==> src/rtl/imem_loader_pkg.sv <==
// Shared definitions for the boot-time instruction-memory loader.
// Contents: FSM state encoding, word geometry, checksum width, address helper.
// Imported by imem_loader and imem_loader_byte_packer.
package imem_loader_pkg;

    localparam int BYTES_PER_WORD = 4;
    localparam int WORD_W         = 8 * BYTES_PER_WORD;
    localparam int CSUM_W         = 32;
    localparam int WC_W           = 10;

    typedef enum logic [2:0] {
        ST_IDLE     = 3'd0,
        ST_LOAD     = 3'd1,
        ST_WRITE    = 3'd2,
        ST_VER_RD   = 3'd3,
        ST_VER_WAIT = 3'd4,
        ST_RUN      = 3'd5,
        ST_ERR      = 3'd6
    } state_t;

    // Word index to byte address on the external memory port.
    function automatic logic [31:0] word_addr(input logic [WC_W-1:0] idx,
                                              input logic [31:0] step);
        return 32'(idx) * step;
    endfunction

endpackage

==> src/rtl/imem_loader_if.sv <==
// Byte-stream and instruction-memory external port bundle for the loader.
// master: image source / memory side (drives bytes, returns rdata_ext).
// slave : the loader (accepts bytes, drives addr/wen/ren/wdata).
interface imem_loader_if;
    logic        s_valid;
    logic        s_ready;
    logic [7:0]  s_data;
    logic        s_last;
    logic [31:0] addr_ext;
    logic        wen_ext;
    logic        ren_ext;
    logic [31:0] wdata_ext;
    logic [31:0] rdata_ext;

    modport master (
        output s_valid, s_data, s_last, rdata_ext,
        input  s_ready, addr_ext, wen_ext, ren_ext, wdata_ext
    );

    modport slave (
        input  s_valid, s_data, s_last, rdata_ext,
        output s_ready, addr_ext, wen_ext, ren_ext, wdata_ext
    );
endinterface

==> src/rtl/imem_loader_byte_packer.sv <==
// Packs bytes big-endian into a word; first byte lands in the top lane, unfilled lanes stay 0.
// Latency: word_valid is combinational on the completing byte; the packed word is registered next cycle.
// Backpressure: none of its own; caller only presents bytes while it can accept them.
// Ports: clear (new load), byte_vld/byte_dat/byte_last (accepted byte), consume (word taken),
//        word_valid (this byte completes a word), word_last (held word carried s_last), word.
module imem_loader_byte_packer
    import imem_loader_pkg::*;
(
    input  logic              clk,
    input  logic              arst_n,
    input  logic              clear,
    input  logic              byte_vld,
    input  logic [7:0]        byte_dat,
    input  logic              byte_last,
    input  logic              consume,
    output logic              word_valid,
    output logic              word_last,
    output logic [WORD_W-1:0] word
);

    localparam int IDX_W = $clog2(BYTES_PER_WORD);

    logic [IDX_W-1:0] idx;

    assign word_valid = byte_vld && ((idx == IDX_W'(BYTES_PER_WORD - 1)) || byte_last);

    always_ff @(posedge clk or negedge arst_n) begin
        if (!arst_n) begin
            idx       <= '0;
            word      <= '0;
            word_last <= 1'b0;
        end else if (clear) begin
            idx       <= '0;
            word      <= '0;
            word_last <= 1'b0;
        end else begin
            // Zeroing on consume is what provides the padding of a short final word.
            if (consume) begin
                word      <= '0;
                word_last <= 1'b0;
            end
            if (byte_vld) begin
                for (int k = 0; k < BYTES_PER_WORD; k++) begin
                    if (idx == IDX_W'(k)) begin
                        word[WORD_W-1-8*k -: 8] <= byte_dat;
                    end
                end
                idx <= word_valid ? '0 : idx + 1'b1;
                if (word_valid) begin
                    word_last <= byte_last;
                end
            end
        end
    end

endmodule

==> src/rtl/imem_loader.sv <==
// Boot loader: streams an image into instruction memory, optionally verifies by readback sum, then enables the CPU.
// Latency: one WRITE cycle per packed word; verify costs (1 + RD_LAT) cycles per word; cpu_enable registered.
// Backpressure: s_ready only in LOAD, so the stream stalls during WRITE and after the image.
// Ports: clk/arst_n; start/halt/verify_en control; bus (byte stream + imem external port);
//        cpu_enable, busy, error, word_count status.
module imem_loader
    import imem_loader_pkg::*;
#(
    parameter int IMEM_WORDS = 512,
    parameter int ADDR_STEP  = 4,
    parameter int RD_LAT     = 1
) (
    input  logic            clk,
    input  logic            arst_n,
    input  logic            start,
    input  logic            halt,
    input  logic            verify_en,
    imem_loader_if.slave    bus,
    output logic            cpu_enable,
    output logic            busy,
    output logic            error,
    output logic [WC_W-1:0] word_count
);

    localparam logic [31:0]     STEP    = 32'(ADDR_STEP);
    localparam logic [WC_W-1:0] CAP     = WC_W'(IMEM_WORDS);
    localparam logic [7:0]      LAT_END = 8'(RD_LAT - 1);

    state_t state, next_state;

    logic              verify_q;
    logic [CSUM_W-1:0] checksum;
    logic [CSUM_W-1:0] rd_sum;
    logic [WC_W-1:0]   rd_idx;
    logic [7:0]        lat_cnt;

    logic              start_ok;
    logic              byte_xfer;
    logic              at_cap;
    logic              rd_sample;
    logic              more_rd;
    logic              sum_ok;
    logic              pk_word_valid;
    logic              pk_word_last;
    logic [WORD_W-1:0] pk_word;

    assign start_ok  = start && (state == ST_IDLE || state == ST_RUN || state == ST_ERR);
    assign byte_xfer = (state == ST_LOAD) && bus.s_valid;
    assign at_cap    = (word_count == CAP);
    assign rd_sample = (state == ST_VER_WAIT) && (lat_cnt == LAT_END);
    assign more_rd   = (rd_idx + 1'b1) < word_count;
    assign sum_ok    = (rd_sum + bus.rdata_ext) == checksum;

    // A byte arriving with memory already full is swallowed and flagged, never packed.
    imem_loader_byte_packer u_packer (
        .clk        (clk),
        .arst_n     (arst_n),
        .clear      (start_ok),
        .byte_vld   (byte_xfer && !at_cap),
        .byte_dat   (bus.s_data),
        .byte_last  (bus.s_last),
        .consume    (state == ST_WRITE),
        .word_valid (pk_word_valid),
        .word_last  (pk_word_last),
        .word       (pk_word)
    );

    always_ff @(posedge clk or negedge arst_n) begin
        if (!arst_n) begin
            state <= ST_IDLE;
        end else begin
            state <= next_state;
        end
    end

    always_comb begin
        next_state = state;
        case (state)
            ST_IDLE:     if (start) next_state = ST_LOAD;
            ST_LOAD: begin
                if (byte_xfer) begin
                    if (at_cap)             next_state = ST_ERR;
                    else if (pk_word_valid) next_state = ST_WRITE;
                end
            end
            ST_WRITE: begin
                if (!pk_word_last) next_state = ST_LOAD;
                else if (verify_q) next_state = ST_VER_RD;
                else               next_state = ST_RUN;
            end
            ST_VER_RD:   next_state = ST_VER_WAIT;
            ST_VER_WAIT: begin
                if (rd_sample) begin
                    if (more_rd)     next_state = ST_VER_RD;
                    else if (sum_ok) next_state = ST_RUN;
                    else             next_state = ST_ERR;
                end
            end
            ST_RUN: begin
                if (start)     next_state = ST_LOAD;
                else if (halt) next_state = ST_IDLE;
            end
            ST_ERR:      if (start) next_state = ST_LOAD;
            default:     next_state = ST_IDLE;
        endcase
    end

    always_comb begin
        bus.s_ready   = 1'b0;
        bus.wen_ext   = 1'b0;
        bus.ren_ext   = 1'b0;
        bus.addr_ext  = '0;
        bus.wdata_ext = '0;
        busy          = 1'b0;
        error         = 1'b0;
        case (state)
            ST_LOAD: begin
                bus.s_ready = 1'b1;
                busy        = 1'b1;
            end
            ST_WRITE: begin
                bus.wen_ext   = 1'b1;
                bus.addr_ext  = word_addr(word_count, STEP);
                bus.wdata_ext = pk_word;
                busy          = 1'b1;
            end
            ST_VER_RD: begin
                bus.ren_ext  = 1'b1;
                bus.addr_ext = word_addr(rd_idx, STEP);
                busy         = 1'b1;
            end
            ST_VER_WAIT: busy  = 1'b1;
            ST_ERR:      error = 1'b1;
            default: ;
        endcase
    end

    always_ff @(posedge clk or negedge arst_n) begin
        if (!arst_n) begin
            word_count <= '0;
            checksum   <= '0;
            rd_sum     <= '0;
            rd_idx     <= '0;
            lat_cnt    <= '0;
            verify_q   <= 1'b0;
            cpu_enable <= 1'b0;
        end else begin
            // Enable follows the state being entered so it is high on the first RUN cycle.
            cpu_enable <= (next_state == ST_RUN);
            if (start_ok) begin
                word_count <= '0;
                checksum   <= '0;
                rd_sum     <= '0;
                rd_idx     <= '0;
                verify_q   <= verify_en;
            end else begin
                case (state)
                    ST_WRITE: begin
                        checksum   <= checksum + pk_word;
                        word_count <= word_count + 1'b1;
                    end
                    ST_VER_RD: lat_cnt <= '0;
                    ST_VER_WAIT: begin
                        if (rd_sample) begin
                            rd_sum <= rd_sum + bus.rdata_ext;
                            rd_idx <= rd_idx + 1'b1;
                        end else begin
                            lat_cnt <= lat_cnt + 1'b1;
                        end
                    end
                    default: ;
                endcase
            end
        end
    end

endmodule

==> src/flat_wrapper.sv <==
// flat-port wrapper written by rule: the top's interface ports become plain ports
module imem_loader_flat import imem_loader_pkg::*;
#(
    parameter int IMEM_WORDS = 512,
    parameter int ADDR_STEP  = 4,
    parameter int RD_LAT     = 1
)
  (clk, arst_n, start, halt, verify_en, cpu_enable, busy, error, word_count, bus_s_valid, bus_s_data, bus_s_last, bus_rdata_ext, bus_s_ready, bus_addr_ext, bus_wen_ext, bus_ren_ext, bus_wdata_ext);
  imem_loader_if bus_i ();
  input  logic clk;
  input  logic arst_n;
  input  logic start;
  input  logic halt;
  input  logic verify_en;
  output logic cpu_enable;
  output logic busy;
  output logic error;
  output logic [WC_W-1:0] word_count;
  input wire logic [$bits(bus_i.s_valid)-1:0] bus_s_valid;
  input wire logic [$bits(bus_i.s_data)-1:0] bus_s_data;
  input wire logic [$bits(bus_i.s_last)-1:0] bus_s_last;
  input wire logic [$bits(bus_i.rdata_ext)-1:0] bus_rdata_ext;
  output wire logic [$bits(bus_i.s_ready)-1:0] bus_s_ready;
  output wire logic [$bits(bus_i.addr_ext)-1:0] bus_addr_ext;
  output wire logic [$bits(bus_i.wen_ext)-1:0] bus_wen_ext;
  output wire logic [$bits(bus_i.ren_ext)-1:0] bus_ren_ext;
  output wire logic [$bits(bus_i.wdata_ext)-1:0] bus_wdata_ext;
  assign bus_i.s_valid = bus_s_valid;
  assign bus_i.s_data = bus_s_data;
  assign bus_i.s_last = bus_s_last;
  assign bus_i.rdata_ext = bus_rdata_ext;
  assign bus_s_ready = bus_i.s_ready;
  assign bus_addr_ext = bus_i.addr_ext;
  assign bus_wen_ext = bus_i.wen_ext;
  assign bus_ren_ext = bus_i.ren_ext;
  assign bus_wdata_ext = bus_i.wdata_ext;
  imem_loader #(.IMEM_WORDS(IMEM_WORDS), .ADDR_STEP(ADDR_STEP), .RD_LAT(RD_LAT)) u_core (.clk(clk), .arst_n(arst_n), .start(start), .halt(halt), .verify_en(verify_en), .bus(bus_i), .cpu_enable(cpu_enable), .busy(busy), .error(error), .word_count(word_count));
endmodule
==> config.mk <==
export PLATFORM = sky130hd
export DESIGN_NAME = imem_loader_flat
export DESIGN_NICKNAME = d
export VERILOG_FILES = /design/src/rtl/imem_loader_pkg.sv /design/src/rtl/imem_loader_if.sv /design/src/rtl/imem_loader_byte_packer.sv /design/src/rtl/imem_loader.sv /design/src/flat_wrapper.sv
export SDC_FILE = /design/constraint.sdc
export NUM_CORES = 1
export LEC_CHECK = 0
export ABC_AREA = 1
export CORE_MARGIN = 5
export CORE_UTILIZATION = 39
export CTS_BUF_LIST = sky130_fd_sc_hd__clkbuf_2 sky130_fd_sc_hd__clkbuf_4 sky130_fd_sc_hd__clkbuf_8
export DETAILED_ROUTE_END_ITERATION = 12
export PLACE_DENSITY_LB_ADDON = 0.12
export SLEW_MARGIN = 20
export SYNTH_ARGS = -nofsm -noshare
export SYNTH_HDL_FRONTEND = slang
export SYNTH_SLANG_ARGS = --single-unit
==> constraint.sdc <==
create_clock -name clk -period 2.44 [get_ports clk]
set_clock_uncertainty 0.05 [all_clocks]
set_input_delay 0.366 -clock clk [delete_from_list [all_inputs] [get_ports clk]]
set_output_delay 0.366 -clock clk [all_outputs]
set_load 0.005 [all_outputs]
==> run_results.csv, run 1 <==
group,metric,value,unit
setup_path,r2r-start,"u_core.rd_sum[0]$_DFFE_PN0P_",
setup_path,r2r_cells,18,
setup_path,critPathCapture,"u_core.cpu_enable$_DFF_PN0_",
yosys,synth.avg_cell_area,6.53,sq um
setup_path,cp-end-kind,"flip-flop",
floorplanning,core,0.0278,sq mm
cells_and_area,fin_util,0.540,
setup_path,critical_path_class,"flip-flop to flip-flop",
status,violations,"setup timing",
detailed_routing,drc,0,
yosys,ys_seq_area_frac,0.302,
timing,min_period,2.83,ns
place,io_buffers,104,
floorplanning,dieHeight,178,um
clock_tree,cts_tree,"yes",
clock_tree,cts_buffers,17,
clock_tree,htreeDepth,4,
clock_tree,cts-root-buf,"clkbuf_8",
yosys,synth-main-ff-cell,"dfrtp_1",
setup_path,cp_max_fo,2,
detailed_routing,vias,12000,
yosys,synth.distinct_cells,45,
setup_path,critPathLaunchType,"flip-flop",
grt,grt_max_degree,53,
detailed_routing,drt-total-wl,37500,um
grt,grt_antenna_before_repair,0,
floorplanning,start_util,0.394,
yosys,synth-edff-count,0,
cells_and_area,multi_input_area,0.00684,sq mm
setup_path,rrSetupSlack,-0.39,ns
grt,grt-ovfl-total,0,
job,maxCapViolations,0,
setup_path,critPathArrivalTime,3.18,ns
timing,fin_ws,-0.394,ns
grt,grt_pass1_vias,11800,
timing,worst_pin_slew,0.574,ns
detailed_routing,postRouteAntennaNets,0,
clock_tree,clkSlewWorstSetupHoldPaths,0.10,ns
hold_path,hold_class,"input pin to flip-flop",
clock_tree,clkSinkCount,132,
grt,grt_pass1_wl,59700,um
cells_and_area,antenna_cells,0,
pwr,p_leak,8.07,nW
cells_and_area,layout.cells.most_common_list,"nand2_1, inv_1, buf_4, dfrtp_1, nor2_1",
floorplanning,io_pins,127,
timing,setup_viol,6,
detailed_routing,viasPerCell,4.96,
yosys,ys_warn_count,0,
pwr,power_density,1010,mW/mm^2
timing,rsz0062_at_grt,"yes",
timing,slew_violations,0,
place,hpwl,29500,um
floorplanning,fp.dieW,178,um
cells_and_area,fillers,2833,
cells_and_area,regArea,0.00331,sq mm
setup_path,crit_start,"u_core.rd_sum[0]$_DFFE_PN0P_",
status,outcome,"complete, but fails checks",
timing,final_hold_viol_count,0,
yosys,async_flop_share,1.00,
timing,period_share,1.16,
yosys,netlist_area,0.0110,sq mm
floorplanning,row_count,61,
timing,relSlewSlack,0.618,
clock_tree,clock_path_buffers,2,
place,gp_congestion,0.914,
yosys,synthCells,1678,
floorplanning,die_area,0.0315,sq mm
pwr,ir_worst_vdd,0.501,mV
cells_and_area,layout_commonest_cell,"nand2_1",
yosys,ys_seq_elements,132,
grt,grt.total_usage,0.238,
setup_path,r2r-end,"u_core.cpu_enable$_DFF_PN0_",
timing,fmax,353,MHz
cells_and_area,drive_gt1_frac,0.221,
setup_path,required,2.78,ns
place,dp_slack,-1.01,ns
detailed_routing,wl_per_cell,15.5,um
clock_tree,clock_latency,0.47,ns
detailed_routing,dr.pass1.iters,7,
cells_and_area,nets,2152,
detailed_routing,drt_first_iter_violations,634,
cells_and_area,area_growth,37.1,%
[state kept, by name (all words and copies together), names as in the netlist]
| signal | count |
|---|---|
| u_core.verify_q | 1 |
| u_core.checksum | 32 |
| u_core.u_packer.word | 32 |
| u_core.state | 3 |
| u_core.rd_idx | 10 |
| u_core.u_packer.idx | 2 |
| u_core.cpu_enable | 1 |
| u_core.rd_sum | 32 |
| u_core.word_count | 10 |
| u_core.lat_cnt | 8 |
| u_core.u_packer.word_last | 1 |
[worst min path at each step]
stage                   start                              to  slack, ns  cells past startpoint
finish              verify_en     u_core.verify_q$_DFFE_PN0P_       0.37                      3
detailed placement     arst_n    u_core.rd_sum[3]$_DFFE_PN0P_       0.34                      1
floorplan              arst_n  u_core.checksum[0]$_DFFE_PN0P_       0.02                      0
CTS                 verify_en     u_core.verify_q$_DFFE_PN0P_       0.35                      3
global placement       arst_n    u_core.rd_sum[5]$_DFFE_PN0P_       0.34                      1
global route        verify_en     u_core.verify_q$_DFFE_PN0P_       0.37                      3
[per-stage QoR]
| step | cell area [sq um] | power [W] | std cells | hold slack, ns | setup TNS, ns |
|---|---|---|---|---|---|
| detailed placement | 14000 | 0.0126 | 2354 | 0.345 | -8.98 |
| global placement | 14000 | 0.0125 | 2354 | 0.342 | -7.38 |
| CTS | 14700 | 0.0148 | 2405 | 0.348 | -2.74 |
| floorplan | 11000 | 0.00855 | 1699 | 0.0204 | -0.0270 |
| global route | 15000 | 0.0164 | 2414 | 0.373 | -3.84 |
| finish | 15000 | 0.0151 | 2414 | 0.372 | -1.22 |
[layout make-up]
class | instances | share of cell area
multi-input cells | 1241 | 0.456
flip-flops and latches | 132 | 0.220
repair buffers | 358 | 0.197
inverters | 272 | 0.0688
well taps | 378 | 0.0315
clock buffers | 17 | 0.0156
clock inverters | 15 | 0.0106
repair inverters | 1 | 0.000417
[power breakdown]
| group | switching, W | total [W] | internal (W) |
|---|---|---|---|
| clock | 0.00115 | 0.00192 | 0.000774 |
| combinational | 0.00541 | 0.00966 | 0.00425 |
| sequential | 0.000675 | 0.00353 | 0.00286 |
[cell usage after synthesis, types with 12 or more instances]
| library cell | n | area [sq um] |
|---|---|---|
| dfrtp_1 | 132 | 3300 |
| nand4_1 | 18 | 113 |
| a21oi_1 | 114 | 571 |
| a31oi_1 | 13 | 81.3 |
| nor2_1 | 140 | 526 |
| o22ai_1 | 26 | 163 |
| inv_1 | 270 | 1010 |
| nand2_2 | 16 | 100 |
| nor3_1 | 24 | 120 |
| o21ai_0 | 122 | 611 |
| buf_4 | 22 | 165 |
| a32o_1 | 12 | 120 |
| nand3_1 | 109 | 546 |
| nand2_1 | 471 | 1770 |
| clkbuf_1 | 25 | 93.8 |
| ha_1 | 80 | 1000 |
[what timing repair did]
item,CTS,global route
resized for setup,111,154
setup endpoints to repair,62,82
gates cloned,1,0
buffers inserted,17,11
pin swaps,15,55
hold endpoints to repair,49,0
hold buffers,1,0
[cell families (layout without fill, tap and decap cells)]
family / Yosys count / in the layout / synth area share
AOI/OAI and AO/OA: 319 / 319 / 0.164
DFF: 132 / 132 / 0.302
adders and majority gates: 82 / 82 / 0.0951
and+or+nand+nor: 804 / 804 / 0.307
xor gates and xnor gates: 14 / 14 / 0.0125
buffers and inverters: 326 / 663 / 0.120
other: 1 / 22 / 0.000342
[worst max-delay path, stage by stage, from the launching register on]
cell	delay [ns]
dfrtp_1	0.37
ha_2	0.20
inv_2	0.04
fa_2	0.54
xor2_1	0.14
nand3_1	0.09
nor2_1	0.12
nand2_1	0.07
nor2_2	0.09
nand3_1	0.09
nor2_1	0.14
nand2_1	0.10
nor2_1	0.11
nand3_1	0.09
nor2_2	0.12
nand3_2	0.13
nor2_2	0.13
nor2_1	0.06
nor2_1	0.09
[layer usage]
metal | up-vias | share of wire | GRT usage
met2 | 284 | 0.46 | 0.398
met1 | 5483 | 0.45 | 0.316
met3 | 60 | 0.053 | 0.0360
met5 | - | 0 | 0
li1 | 6139 | - | -
met4 | 0 | 0.028 | 0.0790
(Power assumes the default switching activity.)
==> run 2: changes to the inputs <==
--- a/config.mk
+++ b/config.mk
@@ -11,5 +11,5 @@
 export CTS_BUF_LIST = sky130_fd_sc_hd__clkbuf_2 sky130_fd_sc_hd__clkbuf_4 sky130_fd_sc_hd__clkbuf_8
 export DETAILED_ROUTE_END_ITERATION = 12
-export PLACE_DENSITY_LB_ADDON = 0.12
+export RECOVER_POWER = 100
 export SLEW_MARGIN = 20
 export SYNTH_ARGS = -nofsm -noshare
==> constraint.sdc (replaced) <==
create_clock -name clk -period 2.44 [get_ports clk]
set_clock_uncertainty 0.05 [all_clocks]
set_input_delay 0.488 -clock clk [delete_from_list [all_inputs] [get_ports clk]]
set_output_delay 0.488 -clock clk [all_outputs]
set_load 0.005 [all_outputs]
==> run 2 against run 1 <==
The run still ends with setup timing left. Count of clock-buffer cells in the layout up 2. Routed wire length up 3.0%. Sequential share of layout area down 0.70 points. Register-to-register slack better by 0.03 ns. Clock power about the same. Total power up 2.4%. Flip-flop and latch count unchanged. Via count up 2.3%. Core utilization up 1.8 points. Combinational power up 2.9%. Non-clock buffer count up 21. Maximum frequency up 0.50%. Largest cell class unchanged. Highest routed layer unchanged.
==> run_results.csv, run 2 (synthesis results as in run 1) <==
group,metric,value,unit
cells_and_area,area_growth,41.6,%
setup_path,required,2.77,ns
setup_path,critPathLaunchType,"input pin",
setup_path,cp-end-kind,"flip-flop",
detailed_routing,wl_per_cell,15.8,um
floorplanning,die_area,0.0315,sq mm
timing,rsz0062_at_grt,"yes",
timing,fin_ws,-0.379,ns
detailed_routing,viasPerCell,5.03,
setup_path,cp_max_fo,4,
timing,setup_viol,28,
timing,fmax,355,MHz
detailed_routing,drc,0,
detailed_routing,vias,12200,
grt,grt.total_usage,0.240,
clock_tree,clkSlewWorstSetupHoldPaths,0.09,ns
timing,relSlewSlack,0.0188,
cells_and_area,drive_gt1_frac,0.236,
cells_and_area,antenna_cells,0,
grt,grt-ovfl-total,0,
grt,grt_pass1_vias,11700,
hold_path,hold_class,"flip-flop to flip-flop",
timing,slew_violations,0,
clock_tree,htreeDepth,4,
grt,grt_antenna_before_repair,0,
place,gp_congestion,0.911,
timing,period_share,1.16,
clock_tree,clock_latency,0.46,ns
detailed_routing,wl_met1,17500,um
cells_and_area,nets,2172,
setup_path,critical_path_class,"input pin to flip-flop",
detailed_routing,dr.pass1.iters,7,
status,violations,"setup timing",
detailed_routing,routed-wl-met3,2190,um
grt,grt_max_degree,55,
floorplanning,fp.dieW,178,um
clock_tree,clkSinkCount,132,
cells_and_area,multi_input_area,0.00714,sq mm
cells_and_area,fin_util,0.558,
cells_and_area,regArea,0.00331,sq mm
cells_and_area,reg_top3,"u_core.checksum: 32 flops, u_core.rd_sum: 32 flops, u_core.u_packer.word: 32 flops",
setup_path,critPathArrivalTime,3.15,ns
place,io_buffers,104,
pwr,p_leak,8.20,nW
timing,worst_pin_slew,1.47,ns
clock_tree,cts_tree,"yes",
job,maxCapViolations,0,
detailed_routing,dr_wl_met2,18100,um
status,outcome,"complete, but fails checks",
place,dp_slack,-0.999,ns
floorplanning,dieHeight,178,um
detailed_routing,top_layer_used,"met4",
floorplanning,core,0.0278,sq mm
timing,final_hold_viol_count,0,
grt,grt_pass1_wl,60100,um
setup_path,r2r-start,"u_core.rd_sum[14]$_DFFE_PN0P_",
cells_and_area,layout_commonest_cell,"nand2_1",
clock_tree,cts-root-buf,"clkbuf_8",
floorplanning,io_pins,127,
detailed_routing,postRouteAntennaNets,0,
cells_and_area,fillers,2803,
detailed_routing,drt-total-wl,38600,um
place,hpwl,29100,um
floorplanning,start_util,0.394,
detailed_routing,drt_first_iter_violations,923,
hold_path,min_from,"u_core.rd_sum[22]$_DFFE_PN0P_",
floorplanning,row_count,61,
pwr,ir_worst_vdd,0.452,mV
pwr,power_density,998,mW/mm^2
timing,min_period,2.82,ns
clock_tree,cts_buffers,17,
cells_and_area,layout.cells.most_common_list,"nand2_1, inv_1, buf_4, dfrtp_1, nor2_1",
clock_tree,clock_path_buffers,2,
setup_path,crit_start,"bus_rdata_ext[7]",
## run 2: cell count changes in the layout (fill, tap and decap cells not counted), moves of 9 or more
cell,delta
clkdlybuf4s50_1,-17
dlygate4sd2_1,+22
dlygate4sd3_1,+12
ha_1,-16
ha_4,+16
nand2_1,-9
nand2_2,+9
## run 2: worst paths after layout
kind | depth (start not counted) | slack, ns | to
hold reg to reg | 2 | 0.45 | u_core.rd_sum[22]$_DFFE_PN0P_
min in group asynchronous | 2 | 0.86 | u_core.rd_sum[22]$_DFFE_PN0P_
setup reg to reg | 20 | -0.36 | u_core.cpu_enable$_DFF_PN0_
hold / removal | 2 | 0.45 | u_core.rd_sum[22]$_DFFE_PN0P_
max in group asynchronous | 3 | 0.38 | u_core.state[1]$_DFF_PN0_
setup / recovery | 20 | -0.38 | u_core.cpu_enable$_DFF_PN0_
## run 2: layout make-up
class	count	share of cell area
clock inverter	13	0.00960
sequential	132	0.213
inverter	272	0.0660
clock buffer	19	0.0161
tap	378	0.0305
timing repair buffer	379	0.204
multi-input combinational	1241	0.460
## run 2: report_power, final
| group | internal (W) | switching (W) | total [W] |
|---|---|---|---|
| clock | 0.000944 | 0.00101 | 0.00195 |
| combinational | 0.00446 | 0.00548 | 0.00994 |
| sequential | 0.00286 | 0.000730 | 0.00359 |
## run 2: per-layer routing
metal	up-vias	global-route usage
li1	6160	-
met1	5695	0.325
met2	329	0.406
met3	52	0.0320
met4	0	0.0628
met5	-	0
## run 2: repair_timing
| item | 4_1_cts | 5_1_grt |
|---|---|---|
| pin swaps | 35 | 49 |
| hold endpoints to repair | 52 | 0 |
| hold buffers | 1 | 0 |
| gates resized for setup | 155 | 148 |
| endpoints found under the setup margin | 64 | 60 |
| gates cloned | 3 | 0 |
| buffers inserted | 32 | 19 |
## run 2: critical path, stage by stage
cell	delay [ns]
clkdlybuf4s50_1	0.41
ha_1	0.36
nand2_1	0.11
buf_4	0.16
nor3_1	0.21
nand2_1	0.13
nand2_2	0.14
buf_4	0.12
nand2_1	0.07
nand2_1	0.07
nand2_1	0.06
nand3_1	0.06
nand2_1	0.07
inv_1	0.05
nand3_1	0.07
nor2_1	0.14
nand3_2	0.14
nor2_1	0.12
nor2_1	0.07
nor2_1	0.10
## run 2: through the flow
stage | cell area, sq um | TNS, ns | total power (W) | hold WS, ns | instances
final | 15500 | -3.30 | 0.0155 | 0.448 | 2434
after global placement | 14000 | -10.08 | 0.0125 | 0.418 | 2353
after detailed placement | 14000 | -11.01 | 0.0126 | 0.430 | 2353
after floorplan | 11000 | -0.00814 | 0.00856 | 0.142 | 1699
after global routing | 15500 | -11.15 | 0.0168 | 0.473 | 2434
after CTS | 15100 | -2.47 | 0.0151 | 0.444 | 2417
